==> config.mk <==
export PLATFORM = sky130hd
export DESIGN_NAME = mem_arbiter
export DESIGN_NICKNAME = d
export VERILOG_FILES = /design/src/rtl/mem_arbiter_pkg.sv /design/src/rtl/mem_arbiter_timeout_ctr.sv /design/src/rtl/mem_arbiter.sv
export SDC_FILE = /design/constraint.sdc
export NUM_CORES = 1
export LEC_CHECK = 0
export ABC_CLOCK_PERIOD_IN_PS = 2100
export CAP_MARGIN = 15
export CORE_AREA = 2 2 194 196
export CTS_CLUSTER_SIZE = 8
export DETAILED_ROUTE_END_ITERATION = 16
export DIE_AREA = 0 0 196 198
export GPL_TIMING_DRIVEN = 0
export PLACE_DENSITY = 0.66
export SLEW_MARGIN = 10
export SYNTH_ARGS = -nofsm -noshare
export SYNTH_HDL_FRONTEND = slang
export SYNTH_SLANG_ARGS = --single-unit
export TNS_END_PERCENT = 50
==> constraint.sdc <==
create_clock -name clk -period 2.1 [get_ports clk]
set_input_delay 0.42 -clock clk [delete_from_list [all_inputs] [get_ports clk]]
set_output_delay 0.42 -clock clk [all_outputs]
set_load 0.03 [all_outputs]
==> src/rtl/mem_arbiter_pkg.sv <==
// Shared types and constants for the IF/LS memory arbiter.
package mem_arbiter_pkg;

  // Arbiter FSM states.
  typedef enum logic [1:0] {
    ST_IDLE  = 2'd0,
    ST_ISSUE = 2'd1,
    ST_WAIT  = 2'd2,
    ST_DONE  = 2'd3
  } state_e;

  // Owner of the current / last transaction.
  typedef enum logic {
    OWN_IF = 1'b0,
    OWN_LS = 1'b1
  } owner_e;

  // RISC-V func3 access size codes. Code 3'd7 is not a legal access.
  localparam logic [2:0] F3_LB  = 3'd0;
  localparam logic [2:0] F3_LH  = 3'd1;
  localparam logic [2:0] F3_LW  = 3'd2;
  localparam logic [2:0] F3_LD  = 3'd3;
  localparam logic [2:0] F3_LBU = 3'd4;
  localparam logic [2:0] F3_LHU = 3'd5;
  localparam logic [2:0] F3_LWU = 3'd6;

  // Maximum number of WAIT cycles before a transaction is aborted.
  localparam int TIMEOUT_DEFAULT = 16;

  // True when an access of the given size is misaligned or the size is illegal.
  function automatic logic access_bad(input logic [2:0] size, input logic [2:0] addr_lo);
    logic bad;
    bad = 1'b1;
    case (size)
      F3_LB, F3_LBU: bad = 1'b0;
      F3_LH, F3_LHU: bad = addr_lo[0];
      F3_LW, F3_LWU: bad = |addr_lo[1:0];
      F3_LD:         bad = |addr_lo;
      default:       bad = 1'b1;
    endcase
    return bad;
  endfunction

endpackage

==> src/rtl/mem_arbiter_timeout_ctr.sv <==
// WAIT-cycle counter: cleared outside WAIT, counts while enabled and flags
// the last permitted WAIT cycle so the FSM can abort on the following edge.
module mem_timeout_ctr
  import mem_arbiter_pkg::*;
#(
  parameter int TIMEOUT = TIMEOUT_DEFAULT
) (
  input  logic clk,
  input  logic rst_n,
  input  logic clear_i,
  input  logic en_i,
  output logic expired_o
);

  localparam int CNT_W = (TIMEOUT > 1) ? $clog2(TIMEOUT) : 1;
  localparam logic [CNT_W-1:0] LAST = CNT_W'(TIMEOUT - 1);

  logic [CNT_W-1:0] cnt_q, cnt_d;

  // Expired while sitting on the final WAIT cycle (count TIMEOUT-1).
  assign expired_o = (cnt_q == LAST);

  // Next count: clear wins, otherwise count up and saturate at LAST.
  always_comb begin
    cnt_d = cnt_q;
    if (clear_i) begin
      cnt_d = '0;
    end else if (en_i && !expired_o) begin
      cnt_d = cnt_q + 1'b1;
    end
  end

  // Count register.
  always_ff @(posedge clk or negedge rst_n) begin
    if (!rst_n) begin
      cnt_q <= '0;
    end else begin
      cnt_q <= cnt_d;
    end
  end

endmodule

==> src/rtl/mem_arbiter.sv <==
// Arbiter sharing one single-port memory between instruction fetch (IF)
// and load/store (LS).
//
// Handshake: a requester raises req with stable operands and holds them until
// its gnt pulses (one cycle, the ISSUE cycle), then drops req the cycle after.
// Completion is a one-cycle rvalid (with err on abort). On the memory side
// mem_req stays high with stable fields through ISSUE/WAIT until mem_ack is
// seen; mem_ack at any other time is ignored.
module mem_arbiter
  import mem_arbiter_pkg::*;
#(
  parameter int ADDR_W  = 64,
  parameter int TIMEOUT = TIMEOUT_DEFAULT
) (
  input  logic              clk,
  input  logic              reset,
  // instruction fetch
  input  logic              if_req,
  input  logic [ADDR_W-1:0] if_addr,
  output logic              if_gnt,
  output logic              if_rvalid,
  output logic [31:0]       if_rdata,
  // load/store
  input  logic              ls_req,
  input  logic              ls_we,
  input  logic [2:0]        ls_size,
  input  logic [ADDR_W-1:0] ls_addr,
  input  logic [63:0]       ls_wdata,
  output logic              ls_gnt,
  output logic              ls_rvalid,
  output logic [63:0]       ls_rdata,
  // memory
  output logic              mem_req,
  output logic              mem_we,
  output logic [2:0]        mem_size,
  output logic [ADDR_W-1:0] mem_addr,
  output logic [63:0]       mem_wdata,
  input  logic              mem_ack,
  input  logic [63:0]       mem_rdata,
  // status
  output logic              busy,
  output logic              err,
  output state_e            dbg_state_o
);

  state_e              state_q, state_d;
  owner_e              owner_q, owner_d;
  owner_e              last_owner_q, last_owner_d;
  logic                we_q, we_d;
  logic [2:0]          size_q, size_d;
  logic [ADDR_W-1:0]   addr_q, addr_d;
  logic [63:0]         wdata_q, wdata_d;
  logic                bad_q, bad_d;
  logic                err_q, err_d;
  logic [31:0]         if_rdata_q, if_rdata_d;
  logic [63:0]         ls_rdata_q, ls_rdata_d;

  logic                win_ls;
  logic                ctr_clear, ctr_en, ctr_expired;
  logic                done_ok, done_abort;

  mem_timeout_ctr #(.TIMEOUT(TIMEOUT)) u_timeout_ctr (
    .clk       (clk),
    .rst_n     (reset),
    .clear_i   (ctr_clear),
    .en_i      (ctr_en),
    .expired_o (ctr_expired)
  );

  // LS wins if it is alone, or on a tie when IF was granted last.
  assign win_ls = ls_req && (!if_req || (last_owner_q == OWN_IF));

  // Next-state, operand latch and read-data capture.
  always_comb begin
    state_d      = state_q;
    owner_d      = owner_q;
    last_owner_d = last_owner_q;
    we_d         = we_q;
    size_d       = size_q;
    addr_d       = addr_q;
    wdata_d      = wdata_q;
    bad_d        = bad_q;
    err_d        = err_q;
    if_rdata_d   = if_rdata_q;
    ls_rdata_d   = ls_rdata_q;
    ctr_clear    = 1'b1;
    ctr_en       = 1'b0;
    done_ok      = 1'b0;
    done_abort   = 1'b0;

    unique case (state_q)
      ST_IDLE: begin
        if (if_req || ls_req) begin
          state_d = ST_ISSUE;
          err_d   = 1'b0;
          if (win_ls) begin
            owner_d      = OWN_LS;
            last_owner_d = OWN_LS;
            we_d         = ls_we;
            size_d       = ls_size;
            addr_d       = ls_addr;
            wdata_d      = ls_wdata;
            bad_d        = access_bad(ls_size, ls_addr[2:0]);
          end else begin
            owner_d      = OWN_IF;
            last_owner_d = OWN_IF;
            we_d         = 1'b0;
            size_d       = F3_LW;
            addr_d       = if_addr;
            wdata_d      = '0;
            bad_d        = access_bad(F3_LW, if_addr[2:0]);
          end
        end
      end
      ST_ISSUE: begin
        if (bad_q) begin
          done_abort = 1'b1;
        end else if (mem_ack) begin
          done_ok = 1'b1;
        end else begin
          state_d = ST_WAIT;
        end
      end
      ST_WAIT: begin
        ctr_clear = 1'b0;
        ctr_en    = 1'b1;
        if (mem_ack) begin
          done_ok = 1'b1;
        end else if (ctr_expired) begin
          done_abort = 1'b1;
        end
      end
      ST_DONE: begin
        state_d = ST_IDLE;
      end
    endcase

    // Completion: the owner's rdata takes the memory data, or zero on abort.
    if (done_ok || done_abort) begin
      state_d = ST_DONE;
      err_d   = done_abort;
      if (owner_q == OWN_LS) begin
        ls_rdata_d = done_ok ? mem_rdata : 64'd0;
      end else begin
        if_rdata_d = done_ok ? mem_rdata[31:0] : 32'd0;
      end
    end
  end

  // State and datapath registers.
  always_ff @(posedge clk or negedge reset) begin
    if (!reset) begin
      state_q      <= ST_IDLE;
      owner_q      <= OWN_IF;
      last_owner_q <= OWN_IF;
      we_q         <= 1'b0;
      size_q       <= 3'd0;
      addr_q       <= '0;
      wdata_q      <= '0;
      bad_q        <= 1'b0;
      err_q        <= 1'b0;
      if_rdata_q   <= '0;
      ls_rdata_q   <= '0;
    end else begin
      state_q      <= state_d;
      owner_q      <= owner_d;
      last_owner_q <= last_owner_d;
      we_q         <= we_d;
      size_q       <= size_d;
      addr_q       <= addr_d;
      wdata_q      <= wdata_d;
      bad_q        <= bad_d;
      err_q        <= err_d;
      if_rdata_q   <= if_rdata_d;
      ls_rdata_q   <= ls_rdata_d;
    end
  end

  // Outputs decode from registered state, so reset clears them immediately.
  assign busy        = (state_q != ST_IDLE);
  assign mem_req     = ((state_q == ST_ISSUE) && !bad_q) || (state_q == ST_WAIT);
  assign if_gnt      = (state_q == ST_ISSUE) && (owner_q == OWN_IF);
  assign ls_gnt      = (state_q == ST_ISSUE) && (owner_q == OWN_LS);
  assign if_rvalid   = (state_q == ST_DONE) && (owner_q == OWN_IF);
  assign ls_rvalid   = (state_q == ST_DONE) && (owner_q == OWN_LS);
  assign err         = (state_q == ST_DONE) && err_q;
  assign mem_we      = we_q;
  assign mem_size    = size_q;
  assign mem_addr    = addr_q;
  assign mem_wdata   = wdata_q;
  assign if_rdata    = if_rdata_q;
  assign ls_rdata    = ls_rdata_q;
  assign dbg_state_o = state_q;

endmodule

==> summary.md, run 1 <==
| Metric | Value |
|---|---|
| Status | complete, no violations |
| Final setup vio count | 0 |
| CP Cell Sequence | clkdlybuf4s50_1 |
| Crit-path max FO | 2 |
| Leak Pwr | 0.00707 uW |
| # IOs | 502 |
| Core ar. | 37000 um^2 |
| Via count | between 8000 and 9000 |
| Post-route DRC | 0 |
| Arrival time of the worst setup path | 1640 ps |
| PortBufs | 501 |
| CP delay by family, top | buffers and inverters |
| Longest Clk Path Bufs | 3 |
| Worst hold path class | in -> async |
| Critical path startpoint category | register |
| RSZ-0062 raised after global routing | yes |
| Placed Cells | 1694 |
| Total GRT Usage | 17.5% |
| Final period util | around 98% |
| Clk pin slew, worst setup/hold paths | 50 ps |
| Reg2reg end | ls_rdata[36] |
| Layout filler cell count | 3462 |
| Crit-path slowest cell | clkdlybuf4s50_1 |
| DPL Wire Length | 26300 um |
| Worst-margin pin slew | 783 ps |
| Vias per cell | 4.65 |
| Worst reg-to-reg setup slack | between 100 and 150 ps |
| Post-Synth Adder-Cell Area | 0.669% |
| Register area share after synthesis | 63.4% |
| Post-synthesis average cell area | 13.0 um^2 |
| Synth Area in Compound Gates | between 20% and 30% |
| Max IR drop VDD | approximately 0.0006 V |
| First-iteration detailed-routing DRC count | 370 |
| Largest family of logic cells by synthesized area | compound AO/OA/AOI/OAI gates |
| Mux contribution to synthesized area | 6.96% |
| Max Cap Violations | 0 |
| Setup CP Type | reg -> out |
| Initial Util | 25.3% |
| Synthesized area | 9350 um^2 |
| FMAX | 0.486 GHz |
| Syn Nets | 987 |
| Initial antenna violation count | 2 |
| Clock skew | 21.9 ps |
| Final worst-path setup slack | 42.7 ps |
| RePlAce Congestion | 0.826 |
| Setup TNS | 0 ps |
| Vias in the first global route | 8598 |
| RR Startpoint | dbg_state_o[0] |
| Final hold viol count | 0 |
| Cell variety after synth | 34 |
| YS warnings | 0 |
| Die height | between 150 and 200 um |
| Drt total wl | 34600 um |
| Die area | 38800 um^2 |
| Final Max Slew Viols | 0 |
| Worst EP required | 1680 ps |
| Root buf cell | clkbuf_16 |
| Reg2Reg Depth | 7 |
| DR WL/cell | between 15 and 20 um |
| Synth Area in XOR/XNOR | 0.0936% |
| Post-layout minimum cycle time | 2060 ps |
| Syn Inst Count | approximately 700 |
| Nets | 1532 |
| Overflow after GRT | 0 |
| Slew Limit Headroom | 47.8% |
| Max stage delay on crit path | 710 ps |
| Non-Filler Instances | 1739 |
| First-pass GRT wire length | 52100 um |
| Row cnt | 71 |
| PwrDens | 1590 nW/um^2 |
| CTS tree | done |
| H-tree depth | 2 |
| Critical Path End Type | output pin |
| Share of layout cells above drive strength 1 | 9.17% |
| Area Overhead vs Synth | 71.5% |
| Clock sinks | 237 |
| FF+latch count, synth | 237 |
| ANT cells | 0 |
| Pin count of the biggest net entering global routing | 110 |
| Pre-CTS setup slack | -809 ps |
| CTS buffer count | 35 |
| DRT antenna net count | 0 |
| Drt first pass iters | 4 |
| Die W | 196 um |
| Critical path buffer and inverter count | 1 |
| Clock Latency Late Sink | 520 ps |
| Synth Area in Simple Gates | 4.47% |
[report_power, final]
group          switching, uW  total, uW  internal (uW)
registers               1120       7600           6480
logic                   7370      12900           5560
clock network           1930       4920           2980
total                  10400      25400          15000
[worst max-delay path by stage]
stage	startpoint	endpoint	slack, ps	cells after the start
2_1_floorplan	dbg_state_o[0]	ls_rdata[10]	230	7
6_report	mem_addr[8]	mem_addr[8]	40	1
5_1_grt	dbg_state_o[0]	mem_addr[2]	-30	5
4_1_cts	dbg_state_o[1]	mem_req	-9	6
3_5_place_dp	if_req	mem_addr[32]	-810	7
3_3_place_gp	reset	mem_wdata[8]	-9680	1
[synth_stat cells (all sizes together)]
| master | count | area, um^2 |
|---|---|---|
| nand3 | 4 | 37.5 |
| a21oi | 3 | 15.0 |
| a21o | 3 | 22.5 |
| a22o | 163 | 1430 |
| o22a | 1 | 8.76 |
| inv | 6 | 22.5 |
| or4 | 1 | 7.51 |
| a21boi | 1 | 11.3 |
| ha | 5 | 62.6 |
| a31oi | 1 | 6.26 |
| nor3 | 1 | 5.00 |
| o22ai | 1 | 12.5 |
| mux2i | 65 | 651 |
| a211oi | 1 | 7.51 |
| nor2b | 2 | 12.5 |
| clkbuf | 11 | 41.3 |
| dfrtp | 237 | 5930 |
| xnor2 | 1 | 8.76 |
| o311a | 1 | 10.0 |
| nand2b | 2 | 12.5 |
| nand2 | 71 | 267 |
| and2 | 4 | 25.0 |
| buf | 45 | 304 |
| o21ai | 74 | 374 |
| a32o | 1 | 10.0 |
| o311ai | 1 | 8.76 |
| nor2 | 11 | 51.3 |
[registers in the layout, indices dropped and copies added, names as in the netlist]
name	flops
bad_q	1
dbg_state_o	2
err_q	1
if_rdata	32
last_owner_q	1
ls_rdata	64
mem_addr	64
mem_size	3
mem_wdata	64
mem_we	1
u_timeout_ctr.cnt_q	4
[logic make-up after synthesis]
family          after synthesis
buf+inv                      62
mux                          65
flops                       237
fa+ha+maj                     5
simple gates                 96
compound gates              251
xor+xnor                      1
[routing by layer]
layer | track usage [%] | wire (um) | vias up
met5 | 0 | 16 | -
met4 | 6.29 | 1040 | 2
met3 | 4.50 | 2380 | 70
met2 | 29.9 | 17300 | 323
met1 | 21.3 | 13900 | 3972
li1 | - | - | 3721
[cell usage in the layout, fill, tap and decap left out, types with 2 or more instances in the layout]
| cell | count |
|---|---|
| clkbuf_16 | 35 |
| dfrtp_1 | 236 |
| buf_6 | 16 |
| dlygate4sd2_1 | 3 |
| nand2_1 | 71 |
| clkdlybuf4s50_1 | 489 |
| clkbuf_1 | 11 |
| inv_2 | 3 |
| ha_4 | 2 |
| nor2_1 | 9 |
| inv_1 | 3 |
| ha_1 | 2 |
| a21o_1 | 3 |
| inv_6 | 3 |
| buf_2 | 32 |
| and2_1 | 4 |
| buf_4 | 8 |
| mux2i_1 | 64 |
| a22o_1 | 163 |
| o21ai_0 | 73 |
| buf_16 | 2 |
| a21oi_1 | 3 |
| nand3_2 | 2 |
[through the flow]
stage          utilization (%)  cell area, um^2  total power (uW)  hold WS [ps]
2_1_floorplan                -             9350             14500           124
3_3_place_gp              40.5            15000             20300           461
3_5_place_dp              40.6            15000             20500           323
4_1_cts                   43.2            16000             25600           359
5_1_grt                   43.4            16000             26800           387
6_report                  43.4            16000             25400           378
[layout make-up]
| cell class | count | area (um^2) | area share, % |
|---|---|---|---|
| Sequential cell | 237 | 5930 | 37.0 |
| Timing Repair Buffer | 508 | 5090 | 31.7 |
| Multi-Input combinational cell | 418 | 3120 | 19.5 |
| Clock buffer | 37 | 893 | 5.57 |
| Tap cell | 474 | 593 | 3.70 |
| Buffer | 56 | 364 | 2.27 |
| Clock inverter | 3 | 26.3 | 0.164 |
| Inverter | 6 | 22.5 | 0.140 |
[timing repair]
item / CTS / global route
pin swaps: 0 / 0
hold buffers: 1 / 0
gates resized for setup: 52 / 16
endpoints found under the hold margin: 34 / 0
cloned: 0 / 1
setup buffers: 2 / 1
setup endpoints to repair: 142 / 87
Note: power is estimated with default switching activity, not from simulation.
==> inputs of run 2 (changes only) <==
==> constraint.sdc (replaced) <==
create_clock -name clk -period 2.1 [get_ports clk]
set_input_delay 0.42 -clock clk [delete_from_list [all_inputs] [get_ports clk]]
set_output_delay 0.42 -clock clk [all_outputs]
set_load 0.005 [all_outputs]
==> run 2 against run 1 <==
Sequential share of layout area about the same; clock-buffer cell count is the same; sequential power barely moved.
==> summary.md, run 2 (synthesis gave the netlist of run 1 again) <==
| Metric | Value |
|---|---|
| Setup CP Type | reg -> out |
| First-pass GRT wire length | 52100 um (about the same) |
| Layout filler cell count | 3457 (-0.14%) |
| Core ar. | 37000 um^2 (unchanged) |
| ANT cells | 0 (unchanged) |
| RePlAce Congestion | 0.826 (unchanged) |
| Clk pin slew, worst setup/hold paths | 50 ps (about the same) |
| Placed inst area | 15000 um^2 (unchanged) |
| Worst-margin pin slew | 780 ps (-2.55 ps) |
| Reg2Reg Depth | 7 (unchanged) |
| Worst reg-to-reg setup slack | 110 ps (about the same) |
| Post-route DRC | 0 (unchanged) |
| Worst hold path class | in -> async |
| Met1 wire length | 14200 um (+1.6%) |
| Initial Util | 25.3% (unchanged) |
| Worst EP required | 1680 ps (about the same) |
| Arrival time of the worst setup path | 1630 ps (about the same) |
| Share of layout cells above drive strength 1 | 9.00% (-0.17 points) |
| Non-Filler Instances | 1741 (+0.12%) |
| H-tree depth | 2 (unchanged) |
| Die area | 38800 um^2 (unchanged) |
| Final worst-path setup slack | 51.5 ps (+8.78 ps) |
| Total GRT Usage | 17.5% (about the same) |
| Vias in the first global route | 8620 (+0.26%) |
| Post-layout minimum cycle time | 2050 ps (-8.78 ps) |
| Leak Pwr | 0.00705 uW (-0.15%) |
| Uppermost routed layer | met5 |
| Overflow after GRT | 0 (unchanged) |
| Final setup vio count | 0 (unchanged) |
| Drt first pass iters | 4 (unchanged) |
| DRT antenna net count | 0 (unchanged) |
| Post-layout util | 43.5% (+0.054 points) |
| Drt total wl | 34700 um (+0.20%) |
| Die height | 198 um (unchanged) |
| Critical path startpoint category | register |
| Max Cap Violations | 0 (unchanged) |
| DR WL/cell | 19.9 um (about the same) |
| Slew Limit Headroom | 48.0% (+0.17 points) |
| Nets | 1534 (+0.13%) |
| Met2 routed WL | 17200 um (-0.35%) |
| Final period util | 97.5% (-0.42 points) |
| Row cnt | 71 (unchanged) |
| Pin count of the biggest net entering global routing | 110 (unchanged) |
| Die W | 196 um (unchanged) |
| Placed Cells | 1694 (unchanged) |
| Initial antenna violation count | 2 (unchanged) |
| RSZ-0062 raised after global routing | yes |
| Crit-path max FO | 8 (+6) |
| Commonest non-fill, non-tap cells in the layout | 493 x clkdlybuf4s50_1, 235 x dfrtp_1, 163 x a22o_1 |
| Final Max Slew Viols | 0 (unchanged) |
| Area Overhead vs Synth | 71.7% |
| First-iteration detailed-routing DRC count | 341 (-7.8%) |
| Vias per cell | 4.65 (about the same) |
| Met3 WL | 2250 um (-5.4%) |
| FMAX | 0.488 GHz (+0.43%) |
| Longest Clk Path Bufs | 3 (unchanged) |
| CTS buffer count | 35 (unchanged) |
| Via count | 8100 (+0.15%) |
| Clock skew | 20.9 ps (-0.995 ps) |
| Finished Cell Area | 16100 um^2 (+0.12%) |
| Clock sinks | 237 (unchanged) |
| Critical Path End Type | output pin |
| Root buf cell | clkbuf_16 |
| PortBufs | 501 (unchanged) |
| DPL Wire Length | 26300 um (unchanged) |
| CTS tree | done |
| PwrDens | 1360 nW/um^2 (-14%) |
| Most common cell after layout, fill and taps aside | clkdlybuf4s50_1 |
| Status | complete, no violations |
| Pre-CTS setup slack | -809 ps (unchanged) |
| # IOs | 502 (unchanged) |
| Final hold viol count | 0 (unchanged) |
| Max IR drop VDD | 0.000587 V (-3.5%) |
| Clock Latency Late Sink | 520 ps (about the same) |
==> run 2: layer usage <==
layer	vias to the layer above	GRT usage [%]
met5	-	0
met2	311	30.0
met4	2	6.29
met1	3988	21.2
li1	3726	-
met3	73	4.50
==> run 2: cell type report <==
cell class | count | area, um^2 | share of cell area [%]
flip-flops and latches | 237 | 5930 | 36.9
inverters | 6 | 25.0 | 0.156
multi-input cells | 418 | 3100 | 19.3
plain buffers | 56 | 364 | 2.27
well taps | 474 | 593 | 3.69
clock inverters | 3 | 26.3 | 0.164
clock buffers | 37 | 893 | 5.56
repair buffers | 510 | 5120 | 31.9
==> run 2: final timing paths <==
check,start,endpoint
setup reg to reg,dbg_state_o[0],if_rdata[23]
max in group asynchronous,reset,mem_wdata[15]
hold / removal,reset,if_rdata[18]
min in group clk,mem_addr[26],mem_addr[26]
hold reg to reg,mem_addr[26],mem_addr[26]
setup / recovery,dbg_state_o[1],mem_req
==> run 2: repair_timing <==
action	4_1_cts	5_1_grt
resized for setup	32	8
setup buffers	2	4
hold buffers	1	0
endpoints found under the setup margin	139	107
pin swaps	0	1
hold endpoints to repair	34	0
==> run 2: worst max-delay path, cell delays in order, from the launching register on <==
cell	delay (ps)
dfrtp_2	450
inv_4	90
ha_2	170
buf_6	120
nand2b_1	90
nand2_1	70
buf_2	130
==> run 2: power by group <==
| part | internal, uW | leakage [uW] | switching [uW] |
|---|---|---|---|
| registers | 6480 | 0.00305 | 1130 |
| clock network | 2980 | 0.000453 | 1940 |
| logic | 5550 | 0.00355 | 3750 |
| total | 15000 | 0.00705 | 6820 |
==> run 2: per-stage QoR <==
step / setup TNS, ps / total power [uW] / hold slack [ps]
6_report: 0 / 21800 / 377
5_1_grt: -128 / 23200 / 387
4_1_cts: -29.8 / 22100 / 359
3_5_place_dp: -84020 / 16900 / 323
3_3_place_gp: -2362430 / 16700 / 461
2_1_floorplan: 0 / 11000 / 124
==> inputs of run 3 (changes only) <==
- CTS_CLUSTER_SIZE: 8 -> unset
- HOLD_SLACK_MARGIN: unset -> 0.1
==> run 3 against run 2 <==
Core utilization fell by 0.12 points; via count decreased by 0.14%; clock skew fell by 9.8 ps; clock-buffer cell count is 2 higher; non-clock buffer count up 1; first-iteration DRC count is 12% higher.
==> summary.md, run 3 (synthesis gave the netlist of run 1 again) <==
| Metric | Value |
|---|---|
| Status | complete, no violations |
| Die area | 38800 um^2 (unchanged) |
| Area Overhead vs Synth | 71.3% |
| Setup CP Type | reg -> out |
| Crit-path slowest cell | dfrtp_2 |
| Die height | 198 um (unchanged) |
| PortBufs | 501 (unchanged) |
| Via count | 8089 (-0.14%) |
| Sequential cell area | 5930 um^2 (unchanged) |
| CTS buffer count | 26 (-26%) |
| Leak Pwr | 0.00706 uW (+0.10%) |
| # IOs | 502 (unchanged) |
| Post-route DRC | 0 (unchanged) |
| Crit-path max FO | 5 (-3) |
| RePlAce Congestion | 0.826 (unchanged) |
| Initial antenna violation count | 1 (-1) |
| Initial Util | 25.3% (unchanged) |
| Die W | 196 um (unchanged) |
| Max Cap Violations | 0 (unchanged) |
| Row cnt | 71 (unchanged) |
| Post-layout util | 43.3% (-0.12 points) |
| Drt first pass iters | 4 (unchanged) |
| Core ar. | 37000 um^2 (unchanged) |
| Post-layout minimum cycle time | 2060 ps (+14.5 ps) |
| Overflow after GRT | 0 (unchanged) |
| Multi-input logic area | 3130 um^2 (+0.81%) |
| First-pass GRT wire length | 51600 um (-1.0%) |
| First-iteration detailed-routing DRC count | 382 (+12%) |
| Vias in the first global route | 8478 (-1.6%) |
| Final hold viol count | 0 (unchanged) |
| CP Cell Sequence | buf_4 > ha_4 > nor2b_1 > clkdlybuf4s15_1 |
| Clock Latency Late Sink | 530 ps (about the same) |
| Pin count of the biggest net entering global routing | 110 (unchanged) |
| Worst EP required | 1680 ps (about the same) |
| Final setup vio count | 0 (unchanged) |
| Clock skew | 11.1 ps (-9.82 ps) |
| Critical path startpoint category | register |
| Critical Path End Type | output pin |
| Max stage delay on crit path | 440 ps (about the same) |
| DPL Wire Length | 26300 um (unchanged) |
| Worst-margin pin slew | 579 ps (-201 ps) |
| Share of layout cells above drive strength 1 | 9.58% (+0.59 points) |
| Max IR drop VDD | 0.000610 V (+4.0%) |
| Reg2Reg Depth | 7 (unchanged) |
| Worst Setup SP | dbg_state_o[1] |
| Nets | 1526 (-0.52%) |
| Most common cell after layout, fill and taps aside | clkdlybuf4s50_1 |
| Vias per cell | 4.63 (-0.54%) |
| Clk pin slew, worst setup/hold paths | 60 ps (about the same) |
| Final Max Slew Viols | 0 (unchanged) |
| Worst reg-to-reg setup slack | 120 ps (about the same) |
| FMAX | 0.485 GHz (-0.70%) |
| Commonest non-fill, non-tap cells in the layout | 492 x clkdlybuf4s50_1, 235 x dfrtp_1, 163 x a22o_1 |
| Drt total wl | 34400 um (-0.73%) |
| RR Startpoint | dbg_state_o[0] |
| Slew Limit Headroom | 61.4% (+13 points) |
| RSZ-0062 raised after global routing | yes |
| Root buf cell | clkbuf_16 |
| Longest Clk Path Bufs | 3 (unchanged) |
| H-tree depth | 1 (-1) |
| DR WL/cell | 19.7 um (-1.1%) |
| Clock sinks | 237 (unchanged) |
| Total GRT Usage | 17.2% (-0.31 points) |
| Overall Power | 21500 uW (-1.3%) |
| DRT antenna net count | 0 (unchanged) |
| Worst hold path class | in -> async |
| Reg2reg end | ls_rdata[36] |
| Arrival time of the worst setup path | 1640 ps (about the same) |
| PwrDens | 1350 nW/um^2 (-1.0%) |
| Layout filler cell count | 3467 (+0.29%) |
| Final period util | 98.2% (+0.69 points) |
| CTS tree | done |
==> run 3: changes by cell type in the layout (fill, tap and decap cells not counted), sizes merged <==
cell | previous run | this run
inv | 9 | 6
clkinv | 0 | 3
clkdlybuf4s50 | 493 | 492
buf | 58 | 59
clkbuf | 47 | 51
bufinv | 0 | 2
dlygate4sd2 | 3 | 0
clkinvlp | 0 | 1
dlymetal6s2s | 0 | 2
diode | 0 | 1
==> run 3: metrics by stage <==
stage | std cells | hold slack [ps] | setup WS, ps | TNS (ps) | instance area [um^2]
floorplan | 717 | 124 | 372 | 0 | 9350
global placement | 1692 | 461 | -9680 | -2362430 | 15000
detailed placement | 1694 | 323 | -809 | -84020 | 15000
CTS | 1744 | 347 | -168 | -479 | 16000
global route | 1747 | 366 | -6.82 | -7.13 | 16000
finish | 1748 | 369 | 37.0 | 0 | 16000
==> run 3: what timing repair did <==
item                                    4_1_cts  5_1_grt
gates cloned                                  1        0
resized for setup                            33       15
hold buffers                                  1        0
buffers inserted                              3        3
pin swaps                                     1        1
endpoints found under the setup margin      140       63
hold endpoints to repair                     34        0
==> run 3: how the worst max path moves through the flow <==
stage                   endpoint  slack [ps]  depth (start not counted)
detailed placement  mem_addr[32]        -810                          7
global placement    mem_wdata[8]       -9680                          1
finish                 if_rvalid          40                          4
CTS                    ls_rvalid        -170                          3
floorplan           ls_rdata[10]         370                          8
global route           if_rvalid          -7                          4
==> run 3: metal layers <==
metal | GRT usage (%) | vias up | share of wire (%)
li1 | - | 3724 | -
met1 | 21.4 | 4012 | 41
met2 | 29.7 | 301 | 50
met3 | 3.73 | 50 | 6.4
met4 | 5.47 | 2 | 2.4
met5 | 0 | - | 0.046
==> run 3: cell type report <==
class / instances / area share, %
Sequential cell: 237 / 37.0
Inverter: 6 / 0.156
Tap cell: 474 / 3.70
Multi-Input combinational cell: 418 / 19.5
Buffer: 56 / 2.28
Antenna cell: 1 / 0.0156
Clock inverter: 6 / 0.516
Clock buffer: 39 / 4.81
Timing Repair Buffer: 511 / 31.9
==> run 3: power breakdown <==
group          internal, uW  total (uW)  switching [uW]
clock network          2760        4580            1820
logic                  5580        9360            3770
registers              6470        7600            1140
==> run 3: worst max-delay path, delay by kind of cell, from the launching register on <==
| kind | cells | cell delay, ps |
|---|---|---|
| simple gates | 1 | 130 |
| buf+inv | 2 | 380 |
| flops | 1 | 440 |
| fa+ha+maj | 1 | 160 |
